### src/rtl/mc_ctrl_pkg.sv
// Shared types and encodings for the multicycle MIPS control unit.
// Imported by the FSM top and the ALU function decoder.
package mc_ctrl_pkg;

    typedef enum logic [3:0] {
        S_FETCH    = 4'd0,
        S_DECODE   = 4'd1,
        S_MEMADR   = 4'd2,
        S_MEMREAD  = 4'd3,
        S_MEMWB    = 4'd4,
        S_MEMWRITE = 4'd5,
        S_EXECUTE  = 4'd6,
        S_ALUWB    = 4'd7,
        S_BRANCH   = 4'd8,
        S_ADDIEXE  = 4'd9,
        S_ADDIWB   = 4'd10,
        S_JUMP     = 4'd11,
        S_TRAP     = 4'd12
    } state_t;

    localparam logic [5:0] OP_RTYPE = 6'b000000;
    localparam logic [5:0] OP_LW    = 6'b100011;
    localparam logic [5:0] OP_SW    = 6'b101011;
    localparam logic [5:0] OP_BEQ   = 6'b000100;
    localparam logic [5:0] OP_BNE   = 6'b000101;
    localparam logic [5:0] OP_ADDI  = 6'b001000;
    localparam logic [5:0] OP_J     = 6'b000010;

    localparam logic [5:0] FN_ADD = 6'b100000;
    localparam logic [5:0] FN_SUB = 6'b100010;
    localparam logic [5:0] FN_AND = 6'b100100;
    localparam logic [5:0] FN_OR  = 6'b100101;
    localparam logic [5:0] FN_SLT = 6'b101010;

    localparam logic [3:0] ALU_AND = 4'b0000;
    localparam logic [3:0] ALU_OR  = 4'b0001;
    localparam logic [3:0] ALU_ADD = 4'b0010;
    localparam logic [3:0] ALU_SUB = 4'b0110;
    localparam logic [3:0] ALU_SLT = 4'b0111;

    localparam logic [1:0] SRCA_PC     = 2'b00;
    localparam logic [1:0] SRCA_REG    = 2'b01;
    localparam logic [1:0] SRCB_REG    = 2'b00;
    localparam logic [1:0] SRCB_FOUR   = 2'b01;
    localparam logic [1:0] SRCB_IMM    = 2'b10;
    localparam logic [1:0] SRCB_IMM_SH = 2'b11;
    localparam logic [1:0] PCSRC_ALU    = 2'b00;
    localparam logic [1:0] PCSRC_ALUOUT = 2'b01;
    localparam logic [1:0] PCSRC_JUMP   = 2'b10;

    // States whose exit back to FETCH completes (retires) an instruction.
    function automatic logic is_terminal(input state_t s);
        return (s == S_MEMWB) || (s == S_MEMWRITE) || (s == S_ALUWB) ||
               (s == S_BRANCH) || (s == S_ADDIWB) || (s == S_JUMP);
    endfunction

endpackage

### src/rtl/alu_decoder.sv
// R-type funct field to ALU operation; valid drops for unsupported functs.
module alu_decoder
    import mc_ctrl_pkg::*;
#(
    parameter int OP_W       = 6,
    parameter int ALU_CTRL_W = 4
) (
    input  logic [OP_W-1:0]       funct,
    output logic [ALU_CTRL_W-1:0] alu_control,
    output logic                  valid
);

    always_comb begin
        alu_control = '0;
        valid       = 1'b1;
        case (funct)
            OP_W'(FN_ADD): alu_control = ALU_CTRL_W'(ALU_ADD);
            OP_W'(FN_SUB): alu_control = ALU_CTRL_W'(ALU_SUB);
            OP_W'(FN_AND): alu_control = ALU_CTRL_W'(ALU_AND);
            OP_W'(FN_OR):  alu_control = ALU_CTRL_W'(ALU_OR);
            OP_W'(FN_SLT): alu_control = ALU_CTRL_W'(ALU_SLT);
            default:       valid       = 1'b0;
        endcase
    end

endmodule

### src/rtl/mc_control_fsm.sv
// Multicycle MIPS control FSM with memory-ready handshake, jump, optional bne,
// sticky illegal-opcode trap and a retired-instruction counter.
//
//  state      | meaning
//  FETCH    0 | read instruction at PC, PC+4 (waits for mem_ready)
//  DECODE   1 | dispatch on opcode, precompute branch target
//  MEMADR   2 | A + sign-extended immediate
//  MEMREAD  3 | load data read (waits for mem_ready)
//  MEMWB    4 | MDR -> rt
//  MEMWRITE 5 | store data write (waits for mem_ready)
//  EXECUTE  6 | R-type ALU operation from funct
//  ALUWB    7 | ALUOut -> rd
//  BRANCH   8 | compare A/B, conditional PC update
//  ADDIEXE  9 | A + sign-extended immediate
//  ADDIWB  10 | ALUOut -> rt
//  JUMP    11 | PC <- jump target
//  TRAP    12 | undecodable instruction, held until reset
module mc_control_fsm
    import mc_ctrl_pkg::*;
#(
    parameter int OP_W       = 6,
    parameter int ALU_CTRL_W = 4,
    parameter int CNT_W      = 32,
    parameter int EN_BNE     = 1
) (
    input  logic                  clk,
    input  logic                  rst,
    input  logic [OP_W-1:0]       op,
    input  logic [OP_W-1:0]       funct,
    input  logic                  mem_ready,
    output logic                  pc_write,
    output logic                  branch,
    output logic                  branch_ne,
    output logic                  iord,
    output logic                  mem_write,
    output logic                  mem_req,
    output logic                  ir_write,
    output logic                  reg_dst,
    output logic                  mem_to_reg,
    output logic                  reg_write,
    output logic [1:0]            alu_src_a,
    output logic [1:0]            alu_src_b,
    output logic [1:0]            pc_src,
    output logic [ALU_CTRL_W-1:0] alu_control,
    output logic                  illegal_op,
    output logic [CNT_W-1:0]      instr_retired,
    output logic [3:0]            state_o
);

    localparam bit BNE_ON = (EN_BNE != 0);

    state_t                state, state_next;
    logic                  op_rtype, op_lw, op_sw, op_beq, op_bne, op_addi, op_j;
    logic [ALU_CTRL_W-1:0] dec_alu_control;
    logic                  dec_valid;

    assign op_rtype = (op == OP_W'(OP_RTYPE));
    assign op_lw    = (op == OP_W'(OP_LW));
    assign op_sw    = (op == OP_W'(OP_SW));
    assign op_beq   = (op == OP_W'(OP_BEQ));
    assign op_bne   = BNE_ON && (op == OP_W'(OP_BNE));
    assign op_addi  = (op == OP_W'(OP_ADDI));
    assign op_j     = (op == OP_W'(OP_J));

    alu_decoder #(
        .OP_W       (OP_W),
        .ALU_CTRL_W (ALU_CTRL_W)
    ) u_alu_dec (
        .funct       (funct),
        .alu_control (dec_alu_control),
        .valid       (dec_valid)
    );

    always_ff @(posedge clk or negedge rst) begin
        if (!rst) state <= S_FETCH;
        else      state <= state_next;
    end

    always_comb begin
        state_next = state;
        case (state)
            S_FETCH:    if (mem_ready) state_next = S_DECODE;
            S_DECODE: begin
                if (op_rtype)              state_next = S_EXECUTE;
                else if (op_lw || op_sw)   state_next = S_MEMADR;
                else if (op_addi)          state_next = S_ADDIEXE;
                else if (op_beq || op_bne) state_next = S_BRANCH;
                else if (op_j)             state_next = S_JUMP;
                else                       state_next = S_TRAP;
            end
            S_MEMADR:   state_next = op_sw ? S_MEMWRITE : S_MEMREAD;
            S_MEMREAD:  if (mem_ready) state_next = S_MEMWB;
            S_MEMWB:    state_next = S_FETCH;
            S_MEMWRITE: if (mem_ready) state_next = S_FETCH;
            S_EXECUTE:  state_next = dec_valid ? S_ALUWB : S_TRAP;
            S_ALUWB:    state_next = S_FETCH;
            S_BRANCH:   state_next = S_FETCH;
            S_ADDIEXE:  state_next = S_ADDIWB;
            S_ADDIWB:   state_next = S_FETCH;
            S_JUMP:     state_next = S_FETCH;
            S_TRAP:     state_next = S_TRAP;
            default:    state_next = S_FETCH;
        endcase
    end

    // Gating on rst keeps FETCH's strobes from leaking out while held in reset.
    always_comb begin
        pc_write    = 1'b0;
        branch      = 1'b0;
        branch_ne   = 1'b0;
        iord        = 1'b0;
        mem_write   = 1'b0;
        mem_req     = 1'b0;
        ir_write    = 1'b0;
        reg_dst     = 1'b0;
        mem_to_reg  = 1'b0;
        reg_write   = 1'b0;
        alu_src_a   = SRCA_PC;
        alu_src_b   = SRCB_REG;
        pc_src      = PCSRC_ALU;
        alu_control = '0;
        if (rst) begin
            case (state)
                S_FETCH: begin
                    mem_req     = 1'b1;
                    alu_src_b   = SRCB_FOUR;
                    alu_control = ALU_CTRL_W'(ALU_ADD);
                    ir_write    = mem_ready;
                    pc_write    = mem_ready;
                end
                S_DECODE: begin
                    alu_src_b   = SRCB_IMM_SH;
                    alu_control = ALU_CTRL_W'(ALU_ADD);
                end
                S_MEMADR, S_ADDIEXE: begin
                    alu_src_a   = SRCA_REG;
                    alu_src_b   = SRCB_IMM;
                    alu_control = ALU_CTRL_W'(ALU_ADD);
                end
                S_MEMREAD: begin
                    mem_req = 1'b1;
                    iord    = 1'b1;
                end
                S_MEMWB: begin
                    mem_to_reg = 1'b1;
                    reg_write  = 1'b1;
                end
                S_MEMWRITE: begin
                    mem_req   = 1'b1;
                    iord      = 1'b1;
                    mem_write = 1'b1;
                end
                S_EXECUTE: begin
                    alu_src_a   = SRCA_REG;
                    alu_control = dec_alu_control;
                end
                S_ALUWB: begin
                    reg_dst   = 1'b1;
                    reg_write = 1'b1;
                end
                S_BRANCH: begin
                    alu_src_a   = SRCA_REG;
                    alu_control = ALU_CTRL_W'(ALU_SUB);
                    pc_src      = PCSRC_ALUOUT;
                    branch      = op_beq;
                    branch_ne   = op_bne;
                end
                S_ADDIWB:   reg_write = 1'b1;
                S_JUMP: begin
                    pc_src   = PCSRC_JUMP;
                    pc_write = 1'b1;
                end
                default: ;
            endcase
        end
    end

    always_ff @(posedge clk or negedge rst) begin
        if (!rst) begin
            illegal_op    <= 1'b0;
            instr_retired <= '0;
        end else begin
            if (state_next == S_TRAP)
                illegal_op <= 1'b1;
            if (is_terminal(state) && (state_next == S_FETCH))
                instr_retired <= instr_retired + CNT_W'(1);
        end
    end

    assign state_o = state;

endmodule

### config.mk
export PLATFORM = sky130hd
export DESIGN_NAME = mc_control_fsm
export DESIGN_NICKNAME = d
export VERILOG_FILES = /design/src/rtl/mc_ctrl_pkg.sv /design/src/rtl/alu_decoder.sv /design/src/rtl/mc_control_fsm.sv
export SDC_FILE = /design/constraint.sdc
export NUM_CORES = 1
export LEC_CHECK = 0
export ABC_AREA = 1
export BUFFER_PORTS_ARGS = -buffer_cell sky130_fd_sc_hd__clkbuf_2
export CAP_MARGIN = 10
export CORE_MARGIN = 5
export CORE_UTILIZATION = 59
export CTS_BUF_LIST = sky130_fd_sc_hd__clkbuf_16
export DETAILED_ROUTE_END_ITERATION = 10
export PLACE_DENSITY = 0.88
export SLEW_MARGIN = 10
export SYNTH_ARGS = -nofsm -noshare
export SYNTH_HDL_FRONTEND = slang
export SYNTH_SLANG_ARGS = --single-unit
### constraint.sdc
create_clock -name clk -period 2.6 [get_ports clk]
set_input_delay 0.52 -clock clk [delete_from_list [all_inputs] [get_ports clk]]
set_output_delay 0.52 -clock clk [all_outputs]
set_load 0.005 [all_outputs]
* After elaboration in Yosys (flattened, before gate mapping)
Cells that the tools add are included.
Word-level totals: word-level logic and storage cells 87, input bits 15, flip-flop bits (word level) 37
Operators by class: reductions and logical operators 18, muxes and demuxes 41, add/subtract/negate cells 1, equal/unequal tests 24
Operator list (number):
- equality test 6 bit, second input constant | 7
- adder 32 x 1 -> 32 bit, second input constant | 1
- case mux 4 bit (8 select lines) | 1
- two-way mux 4 bit | 7
- equality test 4 bit, second input constant | 6
- two-way mux 1 bit | 22
- equality test 4 x 3 -> 1 bit, second input constant | 4
- equality test 6 x 3 -> 1 bit, second input constant | 2
- two-way mux 3 bit | 4
- case mux 3 bit (4 select lines) | 1
- case mux 4 bit (3 select lines) | 1
- equality test 4 x 2 -> 1 bit, second input constant | 2
- zero test 4 bit | 2
- OR reduction 4 bit | 2
- logical OR 1 bit | 7
- equality test 6 x 2 -> 1 bit, second input constant | 1
- equality test 6 x 4 -> 1 bit, second input constant | 1
- zero test 6 bit | 1
- case mux 2 bit (3 select lines) | 1
- OR reduction 3 bit | 2
- OR reduction 5 bit | 1
- equality test 4 x 1 -> 1 bit, second input constant | 1
- two-way mux 2 bit | 2
- case mux 2 bit (2 select lines) | 1
- 3 further kinds | 4

* Logic depth before layout (Yosys ltp)
Gate-level depths: netlist (run 1).
depth after elaboration 9, depth in mapped cells 11

* Modules after synthesis
From an unflattened synthesis (run 1), not the netlist that was laid out.
Unflattened totals: cells, all modules 504, area, all modules 3024.2 um2
Modules (own cells, without submodules):
- mc_control_fsm | cells each 480, area an instance 2912.8 um2, times used 1
- alu_decoder | cells each 24, area an instance 111.4 um2, times used 1

* Least setup slack after synthesis (run 1)
OpenSTA, ideal clock, no wires.
kind in2out, from input funct[5], to output alu_control[1], cell stages on the path 6, setup slack 928 ps, data arrival time 1152 ps, buffers on the path 0, cells stage by stage inv_1 nor2_1 nand3_1 nor2_1 nor2_1 a31oi_1
On the way: word-level cells in the longest chain between the ends 4, elaborated cells on any way between the ends 7, those cells by class eq/ne (4); mux (3)
Ends and longest elaborated chain:
- start, declared | RTL line mc_control_fsm.sv:29 | input logic [OP_W-1:0] funct,
- equality test 6 bit | RTL line alu_decoder.sv:16 | case (funct)
- case mux 3 bit (4 select lines) (*) | RTL line alu_decoder.sv:16
- case mux 4 bit (3 select lines) (*) | RTL line mc_control_fsm.sv:123 | case (state)
- two-way mux 4 bit (*) | RTL line mc_control_fsm.sv:122 | if (rst) begin
- end, declared | RTL line mc_control_fsm.sv:44 | output logic [ALU_CTRL_W-1:0] alu_control,
Every way passes the cells marked *; elsewhere a longest branch is shown, timed or not.

* Final worst setup path (run 1)
from register state[3], in the netlist state_o[3], to output branch_ne
On the way: word-level cells in the longest chain between the ends 3
Ends and longest elaborated chain:
- start, declared | RTL line mc_control_fsm.sv:52 | state_t state, state_next;
- start signal, assigned | RTL line mc_control_fsm.sv:76 | else state <= state_next;
- equality test 4 bit | RTL line mc_control_fsm.sv:123
- two-way mux 1 bit | RTL line mc_control_fsm.sv:123
- two-way mux 1 bit | RTL line mc_control_fsm.sv:122
- end, declared | RTL line mc_control_fsm.sv:33 | output logic branch_ne,
Every way passes these cells.

==> summary.txt, run 1 <==
Timing
  – Endpoints failing hold: 0
  – Final Critical Period: 2240 ps
  – Final Skew: between 8 and 9 ps
  – TNS Setup: 0 ps
  – Final Cycle Share: 86.3%
  – Max-slew violation count: 0
  – Fin worst setup slack: approximately 360 ps
  – Peak Freq: roughly 450 MHz
  – RSZ-0062 raised after global routing: no
  – Final setup viols: 0

Clock network
  – Post-CTS setup buffer count: 0
  – Post-CTS Resized: 0
  – CTS max path bufs: 2
  – CTS tree: done
  – Worst-path clk slew: about 50 ps
  – # H-tree levels: 2
  – Hold buffer count at CTS: 0
  – CTS Buf Count: 5
  – Clock sink count: 37
  – Root buffer cell: clkbuf_16
  – Clk Latency, worst-skew pair: 280 ps

Yosys
  – Mapped Cells: around 480
  – Register area share after synthesis: between 30% and 40%
  – Ranking of synthesized cells by area: dfrtp_1, nand2_1, nor2_1
  – Synth unique cells: 33
  – Most common flop cell mapped by yosys: dfrtp_1
  – Synth cell count leaders: nand2_1, nor2_1, inv_1
  – Post-synth EDFFs: 0
  – Ys async rst share: 100%
  – Synth top area share: a little under a third
  – Most frequent cell after synthesis: nand2_1
  – #FFs+latches synth: 37
  – Syn avg cell area: between 6 and 7 sq um
  – Warnings from Yosys: 0
  – Yosys top cell by area: dfrtp_1
  – Mapped cell area: around 3000 sq um

Floorplan
  – Top Ports: 72
  – Die Wd: slightly above 80 um
  – Core ar.: a little under 5000 sq um
  – Die area: between 6000 and 7000 sq um
  – Die Y: slightly above 80 um
  – Initial Utilization: between 60 and 70%
  – Rows: 25

Setup path
  – Crit Path Max Fanout: 7
  – Worst setup SP type: flip-flop
  – CP Data Arrival Time: between 1500 and 2000 ps
  – Worst path required time: 2080 ps
  – Crit end category: primary output
  – Worst setup path class: reg2out

Global routing
  – Gr usage total: 28.0%
  – Largest net degree at the start of global routing: 33
  – Overflow after GRT: 0
  – Initial antenna violation count: 0
  – First-pass GRT wire length: 14600 um
  – Vias in the first global route: between 3000 and 4000

Route
  – Top sig layer: met4
  – WL final: a little over 8000 um
  – Routed wl met3: between 500 and 600 um
  – 1st-pass router iterations: 5
  – DR iter-0 viols: between 150 and 200
  – WL per Instance: 13.1 um
  – Met1 Routed Length: ~3600 um
  – Routed via count: 3304
  – Remaining DRCs: 0
  – Antenna Violating Nets Remaining: 0
  – Met2 wire len: between 3000 and 4000 um
  – Vias/cell: roughly 5.3

Placement
  – Dpl cells: between 600 and 700
  – Buffers on Ports: between 60 and 70
  – DP Worst Slack: 425 ps
  – HPWL after DPL: 6320 um
  – Routability Congestion: 0.967

Run status
  – Outcome: finished clean

Finish
  – Final #Nets: around 570
  – Post-Layout Cell Count: between 600 and 700
  – Share of cells above drive strength 1: roughly 19%
  – FILL cells: between 400 and 500
  – Syn-to-layout area delta: 17.8%
  – Ant. Diodes: 0
  – Util after Layout: about 73%

Power
  – Power density cells: ~670 nW/um^2
  – Power Total: 2340 uW
  – Lkg Pwr: 0.00185 uW
  – Largest vdd supply drop: about 0.49 mV

Worst hold path
  – Worst Hold Class: in2async

Job
  – Max_cap viols: 0
==> stage by stage <==
step / instance area, sq um / hold slack [ps]
floorplan: 2990 / 224
global placement: 3380 / 445
detailed placement: 3380 / 450
CTS: 3520 / 240
global route: 3520 / 254
finish: 3520 / 227
==> area by class of cell <==
class	instances	area, sq um	area share [%]
sequential	37	926	26.3
multi-input combinational	394	1820	51.7
tap	67	83.8	2.38
clock inverter	3	13.8	0.391
inverter	43	161	4.59
timing repair buffer	75	390	11.1
clock buffer	5	125	3.55
==> final timing paths <==
kind | to | slack (ps) | depth (start not counted) | startpoint
max in group asynchronous | instr_retired[13] | 2120 | 2 | rst
worst max-delay path | branch_ne | 360 | 8 | state_o[3]
worst min-delay path | instr_retired[16] | 230 | 2 | rst
worst max register to register | instr_retired[6] | 510 | 9 | state_o[3]
worst min register to register | illegal_op | 460 | 2 | illegal_op
min in group clk | illegal_op | 460 | 2 | illegal_op
==> flip-flops by register name (all words and copies together), names as in the netlist <==
register / count
instr_retired: 32
state_o: 4
illegal_op: 1
==> power breakdown <==
part           leakage (uW)  internal [uW]  total (uW)  switching, uW
sequential         0.000504            637         742            104
combinational       0.00127            315        1030            713
clock             0.0000748            348         571            223
==> cells by family (layout without fill, tap and decap cells) <==
group | count (synthesis) | count (layout) | share of synthesized area [%]
AOI/OAI and AO/OA | 22 | 22 | 4.19
xor gates and xnor gates | 10 | 10 | 2.93
adders and majority gates | 1 | 1 | 0.419
buffers and inverters | 54 | 126 | 8.21
DFF | 37 | 37 | 31.0
other | 1 | 2 | 0.126
and+or+nand+nor | 359 | 359 | 53.1
==> cells in the final DEF (no fill, tap or decap), types with 5 or more instances in the layout <==
master	netlist	final
nand4_1	16	16
clkbuf_2	0	69
xor2_1	6	6
nand2_1	189	189
nand3_1	37	37
clkbuf_16	0	5
a21oi_1	9	9
inv_1	38	39
nand3b_1	12	12
nand2_2	10	10
o21ai_0	7	7
dfrtp_1	37	37
buf_4	2	6
nor2_1	80	80
==> worst max-delay path: stages, from the launching register on <==
cell	delay (ps)
dfrtp_1	490
inv_1	70
nor2_1	160
inv_1	120
nor2_1	160
nand2_1	120
inv_1	80
and3_1	140
clkbuf_2	110
==> routing by layer <==
metal | track usage [%] | vias to the layer above
li1 | - | 1675
met1 | 36.8 | 1481
met2 | 46.6 | 128
met3 | 5.10 | 20
met4 | 8.95 | 0
met5 | 0 | -
Power figures use the tool's default switching activity.
==> inputs of run 2 (changes only) <==
--- a/config.mk
+++ b/config.mk
@@ -9,10 +9,10 @@
 export BUFFER_PORTS_ARGS = -buffer_cell sky130_fd_sc_hd__clkbuf_2
 export CAP_MARGIN = 10
 export CORE_MARGIN = 5
-export CORE_UTILIZATION = 59
+export CORE_UTILIZATION = 46
 export CTS_BUF_LIST = sky130_fd_sc_hd__clkbuf_16
 export DETAILED_ROUTE_END_ITERATION = 10
-export PLACE_DENSITY = 0.88
+export PLACE_DENSITY = 0.71
 export SLEW_MARGIN = 10
 export SYNTH_ARGS = -nofsm -noshare
 export SYNTH_HDL_FRONTEND = slang
==> run 2 against run 1 <==
First-iteration DRC count is 1.6% higher. Setup slack got worse by 60 ps. Sequential share of layout area hardly changed. Clock-buffer cell count did not move. Combinational power hardly changed. Global-route usage fell by 6.8 points. Die area increased by 25%. Cell area is 0.14% higher. Critical endpoint is now branch. Largest power group unchanged. Highest routed layer unchanged.
==> summary.txt, run 2 (synthesis results as in run 1) <==
Power
  – Lkg Pwr: 0.00184 uW
  – Power density cells: between 600 and 700 nW/um^2
  – Largest vdd supply drop: between 0.4 and 0.5 mV

Setup path
  – Slowest cell on the critical path: dfrtp_1
  – Worst setup SP type: flip-flop
  – Crit Path Max Fanout: 7
  – CP Data Arrival Time: 1780 ps
  – FF-to-FF End: instr_retired[16]
  – Worst path required time: 2080 ps
  – R2R Setup Slk: between 400 and 500 ps
  – Reg2Reg Depth: 8
  – Max incr delay on CP: 480 ps
  – Crit-path cells: inv_1, nor2_1, inv_1, nor2_1, nand2_1, nor3b_1, clkbuf_2
  – Crit end category: primary output
  – Origin of the critical flop-to-flop path: instr_retired[0]
  – Worst setup path class: reg2out

Timing
  – Final Cycle Share: around 89%
  – Pin slew with the least headroom to its limit: around 540 ps
  – Peak Freq: about 430 MHz
  – Fin worst setup slack: 296 ps
  – Final setup viols: 0
  – RSZ-0062 raised after global routing: no
  – Max_slew headroom: 63.7%
  – Max-slew violation count: 0
  – Final Skew: approximately 4.3 ps
  – TNS Setup: 0 ps
  – Final Critical Period: around 2300 ps
  – Hold_ws: 223 ps
  – Endpoints failing hold: 0

Floorplan
  – Core ar.: around 6300 sq um
  – Rows: 29
  – Die area: between 8000 and 9000 sq um
  – Die Y: slightly above 90 um
  – Initial Utilization: between 40% and 50%
  – Die Wd: around 90 um
  – Top Ports: 72

Clock network
  – Root buffer cell: clkbuf_16
  – Hold buffer count at CTS: 0
  – Clk Latency, worst-skew pair: between 200 and 300 ps
  – Clock sink count: 37
  – CTS max path bufs: 2
  – CTS tree: done
  – Post-CTS setup buffer count: 0
  – Post-CTS Resized: 0
  – Worst-path clk slew: approximately 60 ps
  – CTS Buf Count: 5
  – # H-tree levels: 2

Route
  – Vias/cell: about 5.2
  – Antenna Violating Nets Remaining: 0
  – Routed via count: ~3300
  – 1st-pass router iterations: 5
  – DR iter-0 viols: between 150 and 200
  – Remaining DRCs: 0
  – WL per Instance: 13.4 um
  – WL final: 8470 um

Global routing
  – Vias in the first global route: 3086
  – First-pass GRT wire length: between 10000 and 15000 um
  – Largest net degree at the start of global routing: 33
  – Gr usage total: between 20% and 30%
  – Initial antenna violation count: 0
  – Overflow after GRT: 0

Finish
  – FILL cells: 639
  – Syn-to-layout area delta: 18.0%
  – Largest Register: instr_retired
  – Commonest non-fill, non-tap cell in the layout: nand2_1
  – Number of flip-flops in the largest register: 32
  – Multi-input logic area: roughly 1800 sq um
  – Share of cells above drive strength 1: about a fifth
  – Most frequent cells in the layout: nand2_1, nor2_1, clkbuf_2, inv_1
  – Ant. Diodes: 0
  – Final #Nets: around 570
  – Seq. cell area: a little over 900 sq um

Run status
  – Outcome: finished clean

Placement
  – HPWL after DPL: approximately 6700 um
  – Buffers on Ports: just under 70
  – DP Worst Slack: approximately 380 ps
  – Routability Congestion: ~0.9

Job
  – Max_cap viols: 0

Worst hold path
  – Worst Hold Class: in2async
## run 2: changes by cell type in the layout (fill, tap and decap cells not counted)
cell	change
buf_4	-1
## run 2: worst max-delay path by stage
stage / start / endpoint / slack (ps) / depth (start not counted)
3_5_place_dp: op[5] / instr_retired[12] / 380 / 9
4_1_cts: state_o[3] / branch / 320 / 7
6_report: state_o[3] / branch / 300 / 7
5_1_grt: state_o[3] / branch / 180 / 7
2_1_floorplan: funct[5] / alu_control[1] / 930 / 6
3_3_place_gp: instr_retired[0] / instr_retired[16] / 490 / 8
## run 2: per-stage QoR
stage,cell area (sq um),instances,total power [uW],utilization [%]
after floorplan,2990,485,1530,-
after global placement,3390,625,1770,53.3
after global routing,3520,633,2530,55.5
after detailed placement,3390,625,1790,53.3
final,3520,633,2340,55.5
after CTS,3520,633,2370,55.5
## run 2: final cells by class
class,count,area share [%]
flip-flops and latches,37,26.3
repair buffers,74,10.9
clock buffers,5,3.55
inverters,43,4.58
clock inverters,3,0.390
well taps,77,2.73
multi-input cells,394,51.6
## run 2: routing by layer
layer  share of wire (%)  vias to the layer above  routed length, um  GRT usage [%]
li1                    -                     1679                  -              -
met1                  46                     1497               3930           29.7
met2                  47                      119               3980           34.3
met3                 6.1                        7                520           3.67
met4                0.50                        0                 42           3.85
met5                   0                        -                  0              0
## run 2: worst max-delay path: cells and delay by family, from the launching register on
family / cells / cell delay (ps)
and+or+nand+nor: 4 / 690
DFF: 1 / 480
buffers and inverters: 3 / 340
## run 2: where the power goes
part	internal (uW)	leakage [uW]	total (uW)	switching, uW
sequential	637	0.000504	741	103
clock	348	0.0000748	571	224
combinational	314	0.00126	1030	715
==> inputs of run 3 (changes only) <==
--- a/config.mk
+++ b/config.mk
@@ -12,7 +12,8 @@
 export CORE_UTILIZATION = 46
 export CTS_BUF_LIST = sky130_fd_sc_hd__clkbuf_16
 export DETAILED_ROUTE_END_ITERATION = 10
-export PLACE_DENSITY = 0.71
+export PLACE_DENSITY = 0.74
+export SKIP_CTS_REPAIR_TIMING = 1
 export SLEW_MARGIN = 10
 export SYNTH_ARGS = -nofsm -noshare
 export SYNTH_HDL_FRONTEND = slang
==> constraint.sdc (replaced) <==
create_clock -name clk -period 1.9 [get_ports clk]
set_input_delay 0.38 -clock clk [delete_from_list [all_inputs] [get_ports clk]]
set_output_delay 0.38 -clock clk [all_outputs]
set_load 0.005 [all_outputs]
==> run 3 against run 2 <==
Non-clock buffer count grew 28. Via count grew 5.9%. Highest routed layer unchanged. Die area did not move. Routed wire length up 9.3%. The flow now finishes with violations (setup timing). Utilization increased by 5.6 points. Final cell count is 4.7% higher. Register-to-register slack worse by 410 ps.
==> summary.txt, run 3 (synthesis results as in run 1) <==
Global routing
  – Largest net degree at the start of global routing: 33
  – Gr usage total: 21.9%
  – Initial antenna violation count: 0
  – Vias in the first global route: 3102
  – Overflow after GRT: 0
  – First-pass GRT wire length: 15000 um

Clock network
  – CTS tree: done
  – Root buffer cell: clkbuf_16
  – # H-tree levels: 2
  – CTS max path bufs: 2
  – Clk Latency, worst-skew pair: roughly 280 ps
  – Clock sink count: 37
  – Worst-path clk slew: about 50 ps
  – CTS Buf Count: 5

Finish
  – Ant. Diodes: 0
  – Most frequent cells in the layout: nand2_1, nor2_1, clkbuf_2, nand3_1
  – Final #Nets: ~600
  – FILL cells: 612
  – Syn-to-layout area delta: 29.9%
  – Commonest non-fill, non-tap cell in the layout: nand2_1
  – Number of flip-flops in the largest register: 32
  – Share of cells above drive strength 1: a little over a quarter
  – Largest Register: instr_retired

Timing
  – Peak Freq: between 500 and 600 MHz
  – Hold_ws: between 60 and 70 ps
  – Final setup viols: 5
  – Max-slew violation count: 0
  – Endpoints failing hold: 0
  – Final Critical Period: about 2000 ps
  – RSZ-0062 raised after global routing: yes
  – Final Skew: just over 6 ps
  – Fin worst setup slack: -65.7 ps
  – Final Cycle Share: 103%
  – TNS Setup: -161 ps

Floorplan
  – Top Ports: between 70 and 80
  – Initial Utilization: 47.0%
  – Core ar.: ~6300 sq um
  – Rows: 29
  – Die area: a little over 8000 sq um
  – Die Wd: 90.6 um
  – Die Y: between 90 and 100 um

Route
  – WL per Instance: around 14 um
  – Remaining DRCs: 0
  – DR iter-0 viols: between 200 and 250
  – Antenna Violating Nets Remaining: 0
  – WL final: roughly 9300 um
  – Routed via count: around 3500
  – 1st-pass router iterations: 5
  – Vias/cell: between 5 and 6

Placement
  – HPWL after DPL: around 7100 um
  – Buffers on Ports: 69
  – Routability Congestion: 0.920
  – DP Worst Slack: -261 ps

Power
  – Lkg Pwr: 0.00201 uW
  – Power density cells: ~990 nW/um^2
  – Power Total: approximately 3800 uW
  – Largest vdd supply drop: between 0.6 and 0.7 mV

Setup path
  – Slowest cell on the critical path: dfrtp_2
  – Worst setup path class: reg2out
  – Worst path required time: between 1500 and 2000 ps
  – Worst setup SP type: flip-flop
  – Crit-path cells: buf_6, nor2_4, nand2_4, nor2_2, nor2_1, a31oi_1, buf_2
  – Max incr delay on CP: 470 ps
  – CP Data Arrival Time: around 1600 ps
  – Crit end category: primary output
  – Crit Path Max Fanout: 6
  – Worst path buffer plus inverter count: 2
  – Critical path's top delay family: flip-flops

Run status
  – Outcome: finished with violations
  – Failing checks: setup timing

Job
  – Max_cap viols: 0

Worst hold path
  – Worst Hold Class: in2async
==> run 3: path summary, 6_finish.rpt <==
| kind | startpoint | to | slack [ps] | cells after the start |
|---|---|---|---|---|
| max | state_o[3] | alu_control[1] | -70 | 7 |
| min reg2reg | illegal_op | illegal_op | 460 | 2 |
| max in group asynchronous | rst | state_o[2] | 1420 | 3 |
| min in group clk | illegal_op | illegal_op | 460 | 2 |
| min | rst | instr_retired[15] | 60 | 2 |
| max reg2reg | state_o[2] | instr_retired[17] | 10 | 9 |
==> run 3: layout make-up <==
type / instances / area (sq um) / share of cell area, %
repair buffers: 102 / 609 / 15.7
flip-flops and latches: 37 / 931 / 24.0
inverters: 43 / 169 / 4.35
multi-input cells: 396 / 1940 / 49.9
clock buffers: 5 / 125 / 3.22
clock inverters: 3 / 12.5 / 0.322
well taps: 77 / 96.3 / 2.48
==> run 3: where the power goes <==
part	switching, uW	total (uW)	internal (uW)
registers	158	1040	880
logic	1250	2010	759
clock network	311	785	474
==> run 3: worst reg2reg max path: cells and delay by family, from the launching register on <==
family | cells | cell delay (ps)
buffers and inverters | 2 | 230
DFF | 1 | 480
and+or+nand+nor | 7 | 1070
==> run 3: per-layer routing <==
metal	global-route usage (%)	share of wire [%]
met5	0	0
met4	5.33	1.4
met3	3.75	7.6
met2	36.4	48
met1	29.4	43
==> run 3: metrics by stage <==
stage | std cells | instance area, sq um | util [%]
2_1_floorplan | 485 | 2990 | -
3_3_place_gp | 633 | 3460 | 54.5
3_5_place_dp | 633 | 3460 | 54.5
4_1_cts | 641 | 3600 | 56.6
5_1_grt | 663 | 3880 | 61.1
6_report | 663 | 3880 | 61.1
